`src/rtl/circulant_transpose_reader.sv`:
```
// Read-side sequencer for the circulant-skewed column memory: sweeps the transposed
// read port under FIFO credit and streams the transposed matrix out over valid/ready.
module circulant_transpose_reader #(
    parameter int unsigned MATRIX_DIM = 4,
    parameter int unsigned COL_WIDTH  = 8,
    parameter int unsigned WORD_LEN   = 32,
    parameter int unsigned ADDR_LEN   = $clog2(MATRIX_DIM)
) (
    input  logic                clk,
    input  logic                rst,
    input  logic                start,
    output logic                busy,
    output logic                done,
    output logic                rd_en,
    output logic [ADDR_LEN-1:0] rd_row,
    output logic [ADDR_LEN-1:0] rd_col,
    input  logic [WORD_LEN-1:0] rd_data,
    output logic                m_valid,
    input  logic                m_ready,
    output logic [WORD_LEN-1:0] m_data,
    output logic                m_last
);

    localparam int unsigned CPW = WORD_LEN / COL_WIDTH;
    localparam logic [ADDR_LEN-1:0] ROW_STEP = ADDR_LEN'(CPW);
    localparam logic [ADDR_LEN-1:0] LAST_ROW = ADDR_LEN'(MATRIX_DIM - CPW);
    localparam logic [ADDR_LEN-1:0] LAST_COL = ADDR_LEN'(MATRIX_DIM - 1);

    if ((MATRIX_DIM < 2) || ((MATRIX_DIM & (MATRIX_DIM - 1)) != 0) ||
        (COL_WIDTH == 0) || ((WORD_LEN % COL_WIDTH) != 0) || (CPW == 0) ||
        ((CPW & (CPW - 1)) != 0) || (CPW > MATRIX_DIM) ||
        (ADDR_LEN != $clog2(MATRIX_DIM))) begin : g_param_check
        $error("circulant_transpose_reader: invalid parameter combination");
    end

    typedef enum logic [1:0] {IDLE, ISSUE, DRAIN} state_t;

    state_t              state;
    logic                inflight;
    logic                inflight_last;
    logic                spare_valid;
    logic [WORD_LEN-1:0] spare_data;
    logic                spare_last;
    logic                pop;
    logic [2:0]          load;
    logic                credit;
    logic                last_g;
    logic                last_read;

    // Words held or already committed to the 2-entry buffer after this cycle's pop.
    assign pop       = m_valid & m_ready;
    assign load      = 3'(m_valid) + 3'(spare_valid) + 3'(inflight) - 3'(pop);
    assign credit    = load < 3'd2;
    assign rd_en     = (state == ISSUE) & credit;
    assign last_g    = rd_row == LAST_ROW;
    assign last_read = last_g & (rd_col == LAST_COL);
    assign done      = (state == DRAIN) & pop & m_last;
    assign busy      = state != IDLE;

    always_ff @(posedge clk or posedge rst) begin
        if (rst) begin
            state         <= IDLE;
            rd_row        <= '0;
            rd_col        <= '0;
            inflight      <= 1'b0;
            inflight_last <= 1'b0;
            m_valid       <= 1'b0;
            m_data        <= '0;
            m_last        <= 1'b0;
            spare_valid   <= 1'b0;
            spare_data    <= '0;
            spare_last    <= 1'b0;
        end else begin
            inflight      <= rd_en;
            inflight_last <= rd_en & last_read;

            case (state)
                IDLE: begin
                    if (start) begin
                        state  <= ISSUE;
                        rd_row <= '0;
                        rd_col <= '0;
                    end
                end
                ISSUE: begin
                    if (rd_en) begin
                        if (last_g) begin
                            rd_row <= '0;
                            rd_col <= rd_col + ADDR_LEN'(1);
                        end else begin
                            rd_row <= rd_row + ROW_STEP;
                        end
                        if (last_read) state <= DRAIN;
                    end
                end
                DRAIN: begin
                    if (done) state <= IDLE;
                end
                default: state <= IDLE;
            endcase

            // Output register is the FIFO head; the spare register is the second entry.
            if (pop) begin
                if (spare_valid) begin
                    m_data      <= spare_data;
                    m_last      <= spare_last;
                    spare_valid <= inflight;
                    spare_data  <= rd_data;
                    spare_last  <= inflight_last;
                end else begin
                    m_valid <= inflight;
                    if (inflight) begin
                        m_data <= rd_data;
                        m_last <= inflight_last;
                    end
                end
            end else if (inflight) begin
                if (!m_valid) begin
                    m_valid <= 1'b1;
                    m_data  <= rd_data;
                    m_last  <= inflight_last;
                end else begin
                    spare_valid <= 1'b1;
                    spare_data  <= rd_data;
                    spare_last  <= inflight_last;
                end
            end
        end
    end

endmodule

```
`config.mk`:
```
export PLATFORM = sky130hd
export DESIGN_NAME = circulant_transpose_reader
export DESIGN_NICKNAME = d
export VERILOG_FILES = /design/src/rtl/circulant_transpose_reader.sv
export SDC_FILE = /design/constraint.sdc
export NUM_CORES = 1
export LEC_CHECK = 0
export BUFFER_PORTS_ARGS = -buffer_cell sky130_fd_sc_hd__buf_2
export CORE_UTILIZATION = 48
export CTS_CLUSTER_DIAMETER = 30
export CTS_CLUSTER_SIZE = 8
export DETAILED_ROUTE_END_ITERATION = 7
export GPL_ROUTABILITY_DRIVEN = 1
export PLACE_DENSITY = 0.75
export SYNTH_ARGS = -nofsm -noshare
export SYNTH_HDL_FRONTEND = slang
export SYNTH_SLANG_ARGS = --single-unit
```
`constraint.sdc`:
```
create_clock -name clk -period 2.6 [get_ports clk]
set_clock_uncertainty 0.15 [all_clocks]
set_input_delay 0.52 -clock clk [delete_from_list [all_inputs] [get_ports clk]]
set_output_delay 0.52 -clock clk [all_outputs]
set_load 0.005 [all_outputs]
```
# Yosys cells after proc, flatten, opt, wreduce, memory -nomap -nowiden
# Cells that the tools add are included.
[word_totals] ff_bits=76 inputBits=36 out_inout_bits=41 elab_cells=83
[op_classes] n_addsub=4 n_lt_le_gt_ge=1 eq_ne=11 n_mux=37 bitwise=6 n_reduce_logical=13
[op_table] op="$mux W32" n=9
[op_table] op="$mux W2" n=9
[op_table] op="$mux W1" n=16
[op_table] op="$ne A2 B2 Y1 const B" n=7
[op_table] op="$reduce_bool A2 Y1" n=5
[op_table] op="$pmux W2 S2" n=2
[op_table] op="$reduce_and A4 Y1" n=2
[op_table] op="$and A1 B1 Y1" n=6
[op_table] op="$pmux W2 S3" n=1
[op_table] op="$reduce_and A3 Y1" n=2
[op_table] op="$eq A2 B2 Y1 const B" n=2
[op_table] op="$logic_not A2 Y1" n=2
[op_table] op="$reduce_and A2 Y1" n=2
[op_table] op="$add A2 B1 Y3" n=1
[op_table] op="$lt A3 B2 Y1 const B" n=1
[op_table] op="$sub A3 B1 Y3" n=1
[op_table] op="$add A1 B1 Y2" n=1
[op_table] op="$add A2 B1 Y2 const B" n=1
[op_table] op="$eq A2 B1 Y1 const B" n=1
[op_table] op="$ne A2 B1 Y1 const B" n=1

# Longest topological paths before layout
[logic_depth] depth_word=7 mapped_depth=7 ltp_nobuf=7

# Worst setup path after synthesis
# Ideal clock, no wire load.
[synth_path] kind="input to output" startpoint="input port m_ready" endpoint="output port rd_en" arrival_time_ps=1618 required_time_ps=1930 path_slack_ps=312 cell_stages=6 n_path_buf=0 path_cell_list="nand2_1 -> ha_1 -> ha_1 -> a21oi_2 -> xnor2_1 -> nor2_1"
[synth_between] elab_chain_len=4
[synth_rtl] element="from (decl)" line="19" source="input logic m_ready,"
[synth_rtl] element="$and A1 B1 Y1" line="51" source="assign pop = m_valid & m_ready;"
[synth_rtl] element="$sub A3 B1 Y3" line="52" source="assign load = 3'(m_valid) + 3'(spare_valid) + 3'(inflight) - 3'(pop);"
[synth_rtl] element="$lt A3 B2 Y1" line="53" source="assign credit = load < 3'd2;"
[synth_rtl] element="$and A1 B1 Y1" line="54" source="assign rd_en = (state == ISSUE) & credit;"
[synth_rtl] element="to (decl)" line="14" source="output logic rd_en,"
# Every way passes these cells.

# Final worst setup path
[layout_path] startpoint="register m_valid" endpoint="output port rd_en"
[layout_between] elab_chain_len=5 elab_cells_between_ends=6 cone_classes="3 x add/sub; 1 x order compare; 2 x bitwise"
[layout_rtl] element="from (decl)" line="18" source="output logic m_valid,"
[layout_rtl] element="from (signal assigned)" line="111" source="m_valid <= inflight;"
[layout_rtl] element="$add A1 B1 Y2" line="52"
[layout_rtl] element="$add A2 B1 Y3" line="52"
[layout_rtl] element="$sub A3 B1 Y3 *" line="52"
[layout_rtl] element="$lt A3 B2 Y1 *" line="53"
[layout_rtl] element="$and A1 B1 Y1 *" line="54"
# Mark *: on every way between the ends. The rest lies on a longest branch, timed or not.

==> load_flow_metrics.sql <==
INSERT INTO impl_metrics (metric_group, metric, value, unit) VALUES
('worst_setup_path', 'cpMaxStageDelayCell', 'dfrtp_1', ''),
('hold_path', 'min_path_type', 'input pin to async pin', ''),
('timing', 'finalWorstPathRequiredPeriod', '2.48', 'ns'),
('worst_setup_path', 'critical-path-max-stage-delay', '0.36', 'ns'),
('yosys', 'synthMuxAreaShare', '24.4', '%'),
('yosys', 'synth.cell_area', '3340', 'µm²'),
('worst_setup_path', 'worstPathArrival', '1.81', 'ns'),
('detailed_routing', 'antenna_violating_nets_post_route', '0', ''),
('global_routing', 'gr-usage-met2', '29.9', '%'),
('global_routing', 'initial_antenna_violation_count', '0', ''),
('timing', 'final.setup.worst_slack', '0.119', 'ns'),
('pwr', 'clock_power_share', '16.2', '%'),
('die', 'fp.dieH', '85.4', 'µm'),
('clocking', 'cts-buffers-inserted', '9', ''),
('cells_and_area', 'finish.utilization', '60.4', '%'),
('yosys', 'yosysSeqAreaShare', '55.5', '%'),
('cells_and_area', 'design.final.nets', '388', ''),
('cells_and_area', 'layout-drive-gt1-share', '42.2', '%'),
('yosys', 'synth-simple-area-share', '6.89', '%'),
('yosys', 'post_synth_adder_cell_area', '1.50', '%'),
('global_routing', 'grt_use_met3', '5.45', '%'),
('worst_setup_path', 'critical_path.n_buffers_inverters', '1', ''),
('detailed_routing', 'firstDrtPassIters', '4', ''),
('worst_setup_path', 'family_with_the_most_delay_on_the_worst_path', 'adder cells', ''),
('detailed_routing', 'num_vias', '2242', ''),
('timing', 'final_number_of_setup_violating_endpoints', '0', ''),
('global_routing', 'grt_most_used_layer', 'met2', ''),
('yosys', 'post_synth_num_cell_types', '31', ''),
('worst_setup_path', 'rr_worst_depth', '9', ''),
('outcome', 'run_status', 'finished, final reports clean', ''),
('pwr', 'power.share.switching', '33.9', '%'),
('die', 'die_area', '7290', 'µm²'),
('die', 'floorplan.core_area', '6760', 'µm²'),
('timing', 'max_slew_vio_count', '0', ''),
('run', 'max_cap_violations', '0', ''),
('pwr', 'vdd.ir_drop.worst', '0.000840', 'V'),
('timing', 'timing.setup.tns', '0', 'ns'),
('clocking', 'clock_latency', '0.33', 'ns'),
('pwr', 'p_switching', '1860', 'µW'),
('worst_setup_path', 'cp_num_cells', '7', ''),
('yosys', 'yosys_warnings', '0', ''),
('global_routing', 'grt_use_met1', '23.1', '%'),
('detailed_routing', 'drc', '0', ''),
('pwr', 'cell_internal_pwr', '3620', 'µW'),
('yosys', 'synth_compound_gate_area_share', '7.16', '%'),
('die', 'initial_core_util', '49.4', '%'),
('worst_setup_path', 'worst-path-max-fanout', '2', ''),
('worst_setup_path', 'crit_path_start_kind', 'flip-flop', ''),
('global_routing', 'grt_remaining_overflow', '0', ''),
('global_routing', 'grt_pass1_wl', '10.2', 'mm'),
('die', 'chipWidth', '85.4', 'µm'),
('pwr', 'power_frac_comb', '46.3', '%'),
('place', 'buffer_ports.inserted', '74', ''),
('timing', 'hold_viol', '0', ''),
('timing', 'min_period_over_period', '95.4', '%'),
('yosys', 'post_synth_inst_count', '264', ''),
('place', 'place_ws', '0.00117', 'ns'),
('place', 'gp_congestion', '0.722', ''),
('clocking', 'clk_pin_slew', '0.08', 'ns'),
('worst_setup_path', 'cp_common_cell', 'ha_4', ''),
('detailed_routing', 'avgViaCountPerCell', '5.18', ''),
('timing', 'max_clock_freq', '403', 'MHz'),
('worst_setup_path', 'cp.required', '1.93', 'ns'),
('place', 'dpl_cell_area', '3800', 'µm²'),
('yosys', 'synth_top_family_by_area', 'multiplexers', ''),
('yosys', 'syn-mean-instance-area', '12.6', 'µm²'),
('cells_and_area', 'antenna-diode-count', '0', ''),
('detailed_routing', 'drt_iter0_markers', '70', ''),
('clocking', 'clock-root-buffer', 'clkbuf_8', ''),
('die', 'rows', '30', ''),
('worst_setup_path', 'cp_cell_sequence', 'nand2_2 > ha_4 > ha_4 > a21oi_4 > xnor2_2 > nor2_1 > buf_2', '');
-- per-stage QoR --
stage / hold WS, ns / instances / power (µW)
4_1_cts: 0.00438 / 431 / 5400
5_1_grt: 0.0200 / 433 / 5920
3_3_place_gp: 0.336 / 412 / 4340
2_1_floorplan: 0.329 / 265 / 3770
6_report: 0.0108 / 433 / 5480
3_5_place_dp: 0.342 / 412 / 4440
-- cell usage in the layout, fill, tap and decap left out --
cell	instances
a31oi_1	1
xnor2_2	1
nand2b_2	1
mux2_2	3
nand2_1	4
nor3b_1	1
inv_1	1
dfrtp_1	74
clkinv_2	1
o22ai_1	1
nor3_4	1
xnor2_1	1
bufinv_16	1
a21oi_1	35
o21ai_0	2
clkbuf_8	10
o21bai_1	1
a22o_1	1
mux2i_1	33
nand2b_1	4
nand2_2	2
ha_1	2
clkinvlp_4	3
a21oi_4	1
nor2b_1	1
mux2_4	30
buf_4	12
nand3_1	1
buf_12	2
ha_4	2
a21o_1	1
inv_2	3
o311ai_0	1
buf_2	74
or2_2	1
nor2_1	37
clkinv_4	1
conb_1	2
-- power groups by stage --
stage	Sequential [µW]	Combinational [µW]	Clock [µW]
global placement	2050	2290	0
CTS	2060	2430	920
finish	2060	2540	885
detailed placement	2080	2360	0
global route	2140	2800	979
floorplan	2060	1710	0
-- state kept, by name, indices dropped and copies added (netlist names) --
signal,cells
m_data,32
spare_valid,1
m_last,1
rd_col,2
spare_last,1
inflight_last,1
state,2
inflight,1
spare_data,32
m_valid,1
-- repair_timing --
item	4_1_cts	5_1_grt
setup endpoints to repair	1	1
resized for setup	0	6
pin swaps	2	4
buffers inserted	3	2
hold buffers	0	0
-- cell usage after synthesis --
cell | n | area, µm²
mux2_2 | 3 | 33.8
nand2b_1 | 5 | 31.3
inv_1 | 3 | 11.3
nand3_1 | 1 | 5.00
nor2_1 | 37 | 139
buf_2 | 4 | 20.0
a21oi_1 | 35 | 175
or2_2 | 1 | 6.26
ha_1 | 4 | 50.1
a22o_1 | 1 | 8.76
clkbuf_1 | 2 | 7.51
conb_1 | 1 | 3.75
nand2_2 | 1 | 6.26
nor3_2 | 1 | 10.0
a21oi_2 | 1 | 8.76
a21o_1 | 1 | 7.51
buf_4 | 6 | 45.0
nor3b_1 | 1 | 7.51
nand2_1 | 5 | 18.8
inv_2 | 1 | 3.75
xnor2_1 | 2 | 17.5
a31oi_1 | 1 | 6.26
o22ai_1 | 1 | 6.26
o21ai_0 | 2 | 10.0
buf_6 | 4 | 45.0
dfrtp_1 | 74 | 1850
o311ai_0 | 1 | 8.76
mux2i_1 | 33 | 330
o21bai_1 | 1 | 7.51
nor2b_1 | 1 | 6.26
mux2_4 | 30 | 450
-- path summary, 6_finish.rpt --
kind                                                start                    endpoint  slack, ns
worst min register to register  spare_data[7]$_DFFE_PP0P_   spare_data[7]$_DFFE_PP0P_       0.36
worst max-delay path                  m_valid$_DFFE_PP0P_                       rd_en       0.12
worst max register to register        m_valid$_DFFE_PP0P_       rd_col[1]$_DFFE_PP0P_       0.55
worst min-delay path                                  rst  spare_data[18]$_DFFE_PP0P_       0.01
min in group clk                              rd_data[15]  spare_data[15]$_DFFE_PP0P_       0.27
max in group asynchronous                             rst       rd_col[1]$_DFFE_PP0P_       1.66
-- metal layers --
metal / part of all wire [%] / vias to the layer above / wire [µm]
met3: 5.4 / 4 / 337
met1: 44 / 1106 / 2730
met5: 0 / - / 0
met2: 50 / 53 / 3090
met4: 0.66 / 0 / 41
li1: - / 1079 / -
-- layout make-up --
type	instances	area [µm²]	area share, %
sequential	74	1850	45.4
multi-input combinational	171	1410	34.5
timing repair buffer	88	500	12.3
clock buffer	10	138	3.37
tap	80	100	2.45
clock inverter	6	66.3	1.62
inverter	4	15.0	0.368
-- logic make-up (layout without fill, tap and decap cells) --
kind of cell | after synthesis | in the layout
xor+xnor | 2 | 2
other cells | 1 | 2
compound gates | 44 | 44
fa+ha+maj | 4 | 4
buf+inv | 20 | 108
flops | 74 | 74
mux | 66 | 66
simple gates | 53 | 53
No activity file was read; power rests on OpenSTA's default activity.
